[src/rtl/wb_stream_fifo_bridge.sv]
// Wishbone-to-byte-stream bridge: NUM_CH channels, each with RX/TX FIFOs and IRQ registers.
// Optional feature macro: WBFB_IRQ_WATERMARK_EN (RX interrupt on a programmable fill watermark).
module wb_stream_fifo_bridge #(
    parameter int          NUM_CH          = 2,
    parameter int          FIFO_DEPTH_LOG2 = 4,
    parameter int          ADDRWIDTH       = 7,
    parameter logic [31:0] DEF_REG_VALUE   = 32'hFAB_DEF_AC
) (
    input  logic                  WBs_CLK_i,
    input  logic                  WBs_RST_i,
    input  logic [ADDRWIDTH-1:0]  WBs_ADR_i,
    input  logic                  WBs_CYC_i,
    input  logic                  WBs_STB_i,
    input  logic                  WBs_WE_i,
    input  logic [3:0]            WBs_BYTE_STB_i,
    input  logic [31:0]           WBs_DAT_i,
    output logic [31:0]           WBs_DAT_o,
    output logic                  WBs_ACK_o,
    input  logic [8*NUM_CH-1:0]   rx_data_i,
    input  logic [NUM_CH-1:0]     rx_valid_i,
    output logic [NUM_CH-1:0]     rx_ready_o,
    output logic [8*NUM_CH-1:0]   tx_data_o,
    output logic [NUM_CH-1:0]     tx_valid_o,
    input  logic [NUM_CH-1:0]     tx_ready_i,
    output logic                  Interrupt_o
);
    localparam int DEPTH = 1 << FIFO_DEPTH_LOG2;
    localparam int PW    = FIFO_DEPTH_LOG2;
    localparam int LW    = FIFO_DEPTH_LOG2 + 1;
    localparam int CW    = ADDRWIDTH - 2;

    logic                   ack_q;
    logic [31:0]            dat_q;
    logic [31:0]            dat_d;
    logic                   irq_q;
    logic                   acc;
    logic [1:0]             reg_sel;
    logic [CW-1:0]          chan;
    logic                   chan_ok;
    logic [NUM_CH-1:0]      irq_ch;
    logic [NUM_CH-1:0][31:0] rd_ch;
    logic                   unused_bits;

    // Side effects fire on the edge that raises ACK, so each access acts once.
    assign acc     = WBs_CYC_i & WBs_STB_i & ~ack_q;
    assign reg_sel = WBs_ADR_i[1:0];
    assign chan    = WBs_ADR_i[ADDRWIDTH-1:2];
    assign chan_ok = int'(chan) < NUM_CH;
    assign unused_bits = ^{WBs_DAT_i[31:8], WBs_BYTE_STB_i[3:1]};

    for (genvar c = 0; c < NUM_CH; c++) begin : g_ch
        logic [7:0]    rx_mem_q [DEPTH];
        logic [7:0]    tx_mem_q [DEPTH];
        logic [PW-1:0] rx_wr_q, rx_rd_q, tx_wr_q, tx_rd_q;
        logic [LW-1:0] rx_lvl_q, tx_lvl_q;
        logic          rx_ovf_q, tx_ovf_q, rx_udf_q;
        logic [3:0]    en_q;
        logic [7:0]    wm_rd;
        logic          sel, data_rd, data_wr, stat_wr, en_wr;
        logic          rx_empty, rx_full, tx_empty, tx_full;
        logic          rx_push, rx_pop, tx_push, tx_pop, pending;
        logic [3:0]    int_stat;
        logic [31:0]   rd_v;

        assign sel      = acc & chan_ok & (int'(chan) == c);
        assign data_rd  = sel & ~WBs_WE_i & (reg_sel == 2'd0);
        assign data_wr  = sel & WBs_WE_i & (reg_sel == 2'd0) & WBs_BYTE_STB_i[0];
        assign en_wr    = sel & WBs_WE_i & (reg_sel == 2'd2);
        assign stat_wr  = sel & WBs_WE_i & (reg_sel == 2'd3) & WBs_BYTE_STB_i[0];
        assign rx_empty = rx_lvl_q == '0;
        assign rx_full  = rx_lvl_q == LW'(DEPTH);
        assign tx_empty = tx_lvl_q == '0;
        assign tx_full  = tx_lvl_q == LW'(DEPTH);
        assign rx_pop   = data_rd & ~rx_empty;
        // A full RX still accepts a byte when the bus pops in the same cycle.
        assign rx_push  = rx_valid_i[c] & (~rx_full | rx_pop);
        assign tx_pop   = ~tx_empty & tx_ready_i[c];
        assign tx_push  = data_wr & ~tx_full;

        always_ff @(posedge WBs_CLK_i) begin
            if (rx_push) rx_mem_q[rx_wr_q] <= rx_data_i[8*c +: 8];
            if (tx_push) tx_mem_q[tx_wr_q] <= WBs_DAT_i[7:0];
        end

        always_ff @(posedge WBs_CLK_i or negedge WBs_RST_i) begin
            if (!WBs_RST_i) begin
                rx_wr_q  <= '0;
                rx_rd_q  <= '0;
                tx_wr_q  <= '0;
                tx_rd_q  <= '0;
                rx_lvl_q <= '0;
                tx_lvl_q <= '0;
                rx_ovf_q <= 1'b0;
                tx_ovf_q <= 1'b0;
                rx_udf_q <= 1'b0;
                en_q     <= '0;
            end else begin
                if (rx_push) rx_wr_q <= rx_wr_q + 1'b1;
                if (rx_pop)  rx_rd_q <= rx_rd_q + 1'b1;
                if (tx_push) tx_wr_q <= tx_wr_q + 1'b1;
                if (tx_pop)  tx_rd_q <= tx_rd_q + 1'b1;
                rx_lvl_q <= rx_lvl_q + LW'(rx_push) - LW'(rx_pop);
                tx_lvl_q <= tx_lvl_q + LW'(tx_push) - LW'(tx_pop);
                if (rx_valid_i[c] & rx_full & ~rx_pop) rx_ovf_q <= 1'b1;
                else if (stat_wr & WBs_DAT_i[2])        rx_ovf_q <= 1'b0;
                if (data_wr & tx_full)                  tx_ovf_q <= 1'b1;
                else if (stat_wr & WBs_DAT_i[3])        tx_ovf_q <= 1'b0;
                if (data_rd & rx_empty)                 rx_udf_q <= 1'b1;
                else if (stat_wr & WBs_DAT_i[4])        rx_udf_q <= 1'b0;
                if (en_wr & WBs_BYTE_STB_i[0])          en_q <= WBs_DAT_i[3:0];
            end
        end

`ifdef WBFB_IRQ_WATERMARK_EN
        logic [7:0] wm_q;
        always_ff @(posedge WBs_CLK_i or negedge WBs_RST_i) begin
            if (!WBs_RST_i)                       wm_q <= 8'h01;
            else if (en_wr & WBs_BYTE_STB_i[1])   wm_q <= WBs_DAT_i[15:8];
        end
        assign wm_rd   = wm_q;
        assign pending = 8'(rx_lvl_q) >= ((wm_q == 8'h0) ? 8'h01 : wm_q);
`else
        assign wm_rd   = 8'h00;
        assign pending = ~rx_empty;
`endif

        assign int_stat = {tx_ovf_q, rx_ovf_q, tx_empty, pending};
        assign irq_ch[c] = |(int_stat & en_q);

        always_comb begin
            rd_v = 32'h0;
            unique case (reg_sel)
                2'd0: rd_v = rx_empty ? 32'h0 : {24'h0, rx_mem_q[rx_rd_q]};
                2'd1: rd_v = {11'h0, rx_udf_q, tx_ovf_q, rx_ovf_q,
                              tx_full, rx_empty, 8'(tx_lvl_q), 8'(rx_lvl_q)};
                2'd2: rd_v = {16'h0, wm_rd, 4'h0, en_q};
                2'd3: rd_v = {28'h0, int_stat};
            endcase
        end

        assign rd_ch[c]           = rd_v;
        assign tx_data_o[8*c +: 8] = tx_empty ? 8'h00 : tx_mem_q[tx_rd_q];
        assign tx_valid_o[c]      = ~tx_empty;
        assign rx_ready_o[c]      = ~rx_full;
    end

    always_comb begin
        dat_d = DEF_REG_VALUE;
        for (int c = 0; c < NUM_CH; c++)
            if (chan_ok && int'(chan) == c) dat_d = rd_ch[c];
    end

    always_ff @(posedge WBs_CLK_i or negedge WBs_RST_i) begin
        if (!WBs_RST_i) begin
            ack_q <= 1'b0;
            dat_q <= 32'h0;
            irq_q <= 1'b0;
        end else begin
            ack_q <= acc;
            if (acc & ~WBs_WE_i) dat_q <= dat_d;
            irq_q <= |irq_ch;
        end
    end

    assign WBs_ACK_o   = ack_q;
    assign WBs_DAT_o   = dat_q;
    assign Interrupt_o = irq_q;
endmodule

[config.mk]
export PLATFORM = sky130hd
export DESIGN_NAME = wb_stream_fifo_bridge
export DESIGN_NICKNAME = d
export VERILOG_FILES = /design/src/rtl/wb_stream_fifo_bridge.sv
export SDC_FILE = /design/constraint.sdc
export NUM_CORES = 1
export LEC_CHECK = 0
export ABC_AREA = 1
export ABC_CLOCK_PERIOD_IN_PS = 3550
export CORE_ASPECT_RATIO = 1.75
export CORE_MARGIN = 8
export CORE_UTILIZATION = 28
export CTS_BUF_LIST = sky130_fd_sc_hd__clkbuf_4 sky130_fd_sc_hd__clkbuf_8 sky130_fd_sc_hd__clkbuf_16
export DETAILED_ROUTE_END_ITERATION = 10
export PLACE_DENSITY_LB_ADDON = 0.1
export SLEW_MARGIN = 30
export SYNTH_ARGS = -nofsm -noshare
export SYNTH_HDL_FRONTEND = slang
export SYNTH_SLANG_ARGS = --single-unit
[constraint.sdc]
create_clock -name WBs_CLK_i -period 3.55 [get_ports WBs_CLK_i]
set_input_delay 0.355 -clock WBs_CLK_i [delete_from_list [all_inputs] [get_ports WBs_CLK_i]]
set_output_delay 0.355 -clock WBs_CLK_i [all_outputs]
set_load 0.005 [all_outputs]
==> results.sh <==
export IMPL_syn_avg_cell_area_um2=11.74
export IMPL_finalPower_mw=20.10
export IMPL_seq_area_frac_synth_pct=69.03
export IMPL_ant_nets=0
export IMPL_clockRootBuffer="clkbuf_16"
export IMPL_yosys_area_top_type="edfxtp_1"
export IMPL_initial_core_util_pct=28.18
export IMPL_grt_max_degree=81
export IMPL_crit_fanout=49
export IMPL_final_common_cell="edfxtp_1"
export IMPL_vias=16480
export IMPL_yosys_top_cells_area="edfxtp_1 (60%), dfrtp_1 (8.6%), nor2_1 (5.1%), o21ai_0 (4.6%), nand2_1 (4.0%)"
export IMPL_grt_use_met2_pct=25.65
export IMPL_cp_end_kind="output pin"
export IMPL_synth_edf_count=512
export IMPL_final_hold_violation_count=0
export IMPL_max_freq_mhz=297.0
export IMPL_io_pin_count=122
export IMPL_area_delta_synth_final_pct=18.33
export IMPL_drv_cap=0
export IMPL_cts_max_path_buffers=3
export IMPL_min_period_ps=3367
export IMPL_grt_pass1_wl_um=109000
export IMPL_yosysWarnings=0
export IMPL_antenna_found_initial=3
export IMPL_ys_types=36
export IMPL_timing_rr_end="g_ch[0].tx_lvl_q[4]"
export IMPL_finalSetupViolCount=0
export IMPL_worst_slew_pin_transition_ps=874.2
export IMPL_fp_dieH_um=414.6
export IMPL_routed_via_density=4.646
export IMPL_arrival_ps=3010
export IMPL_post_route_period_util_pct=94.83
export IMPL_netlist_instances=2165
export IMPL_clk_latency_ps=650
export IMPL_core_mm2=0.09024
export IMPL_design_area_mm2=0.03009
export IMPL_final_cell_mix="edfxtp_1 (512), nor2_1 (347), nand2_1 (272)"
export IMPL_drv_slew=0
export IMPL_die_w_um=243.8
export IMPL_wl_um=72730
export IMPL_hold_class="in2async"
export IMPL_dp_hpwl_um=48450
export IMPL_routedWlPerCell_um=20.51
export IMPL_worstSetupPathType="reg2out"
export IMPL_first_global_vias=16940
export IMPL_p_leak_nw=10.85
export IMPL_ir_drop_mv=0.2782
export IMPL_status="finished, final reports clean"
export IMPL_grt_busiest_layer="met2"
export IMPL_globalplace_congestion=0.7992
export IMPL_placed_cell_area_mm2=0.02811
export IMPL_r2r_slack_ps=720
export IMPL_synth_top_area_share_pct=60.47
export IMPL_htreeDepth=2
export IMPL_buffer_ports_inserted=91
export IMPL_r2r_cells=14
export IMPL_relSlewSlack_pct=41.72
export IMPL_ys_ff_latch=599
export IMPL_r2r_start="g_ch[0].tx_lvl_q[3]"
export IMPL_rsz0062_at_grt="yes"
export IMPL_fin_nets=2428
export IMPL_initialDrtViolationCount=1055
export IMPL_dr_pass1_iters=5
export IMPL_worst_setup_path_start_kind="flop"
export IMPL_ys_flop_type="edfxtp_1"
export IMPL_cts_tree="yes"
export IMPL_die_area_mm2=0.1011
export IMPL_num_rows=146
export IMPL_cts_buffers=58
export IMPL_clock_sinks=599
export IMPL_grt_total_usage_pct=14.09
export IMPL_power_density_mw_per_mm2=668.0
export IMPL_overflow=0
export IMPL_synth_area_mm2=0.02543
export IMPL_critPathLaunch="g_ch[0].tx_rd_q[0]"
export IMPL_met1_usage_pct=16.58
export IMPL_worstPathRequired_ps=3190
export IMPL_skew_ps=26.03
export IMPL_grt_util_met3_pct=2.356
export IMPL_drt_drc_violations_left=0
export IMPL_synthArstFlopShare_pct=14.52
export IMPL_drive_above_1_share_pct=10.72
export IMPL_clkTransAtPathRegs_ps=70
## registers in the layout, indices dropped and copies added, names as in the netlist
signal / count
g_ch.tx_rd_q: 8
g_ch.tx_mem_q: 256
g_ch.rx_udf_q: 2
g_ch.rx_lvl_q: 10
g_ch.tx_lvl_q: 10
g_ch.rx_rd_q: 8
g_ch.tx_wr_q: 8
g_ch.en_q: 8
g_ch.rx_mem_q: 256
WBs_ACK_o: 1
g_ch.rx_wr_q: 8
g_ch.tx_ovf_q: 2
WBs_DAT_o: 19
g_ch.rx_ovf_q: 2
Interrupt_o: 1
## Yosys cell counts (35+ instances only)
cell type,number
dfrtp_1,87
nand2_1,272
o221ai_1,46
nand3_1,149
buf_2,48
nor2_1,347
edfxtp_1,512
xor2_1,35
clkbuf_1,39
a21oi_1,43
ha_1,44
o21ai_0,236
inv_1,136
## logic make-up after synthesis
family,after synthesis,synth area share (%)
AND/OR/NAND/NOR,807,13.37
other,1,0.01475
adder cells (fa/ha/maj),48,2.480
XOR/XNOR,40,1.378
buffers and inverters,269,4.552
AO/OA/AOI/OAI,401,9.177
flip-flops,599,69.03
## power breakdown
part,internal (mW),switching (mW),total (mW),leakage [nW]
sequential,8.23,0.356,8.59,5.63
clock,3.62,2.78,6.40,0.966
combinational,1.88,3.23,5.11,4.25
## metal layers
metal	up-vias	wire length [um]
li1	7896	-
met1	8147	29450
met2	326	38250
met3	104	2827
met4	2	2193
met5	-	13
## repair_timing
action                     CTS  global route
gates resized for setup      1             1
hold endpoints to repair    34             0
hold buffers                 1             0
setup buffers                0             1
setup endpoints to repair    1             5
## area by class of cell
| class | instances | area (um2) |
|---|---|---|
| Clock buffer | 67 | 1538 |
| Sequential cell | 599 | 17560 |
| Multi-Input combinational cell | 1299 | 6725 |
| Tap cell | 1184 | 1481 |
| Inverter | 156 | 590.6 |
| Fill cell | 9135 | 60160 |
| Timing Repair Buffer | 198 | 1780 |
| Antenna cell | 1 | 2.502 |
| Clock inverter | 42 | 409.1 |
## per-stage QoR
stage                     worst slack, ps  TNS (ps)  std cells  hold slack (ps)  util, %
after floorplan                     941.5         0       2167            59.41        -
after global placement              293.2         0       3434            375.8    31.15
after detailed placement            256.4         0       3434            385.7    31.15
after CTS                           30.92         0       3544            251.3    33.32
after global routing               -21.39    -21.39       3545            275.5    33.34
final                               183.4         0       3546            257.3    33.34
## worst max-delay path by stage
stage	end	slack (ps)	cells past startpoint
2_1_floorplan	g_ch[1].tx_lvl_q[4]	940	15
3_3_place_gp	g_ch[1].tx_lvl_q[4]	290	14
3_5_place_dp	g_ch[1].tx_lvl_q[4]	260	14
4_1_cts	tx_data_o[6]	30	9
5_1_grt	tx_data_o[4]	-20	9
6_report	tx_data_o[6]	180	9
## critical path: stages, from the launching register on
cell             delay (ps)
dfrtp_4                 600
inv_2                   120
buf_12                  240
nor2_1                  100
o22ai_1                 190
nor2_1                   70
nor2_1                   90
o21ai_0                 170
a21oi_1                 240
clkdlybuf4s50_1         540
Note: power is estimated with default switching activity, not from simulation.
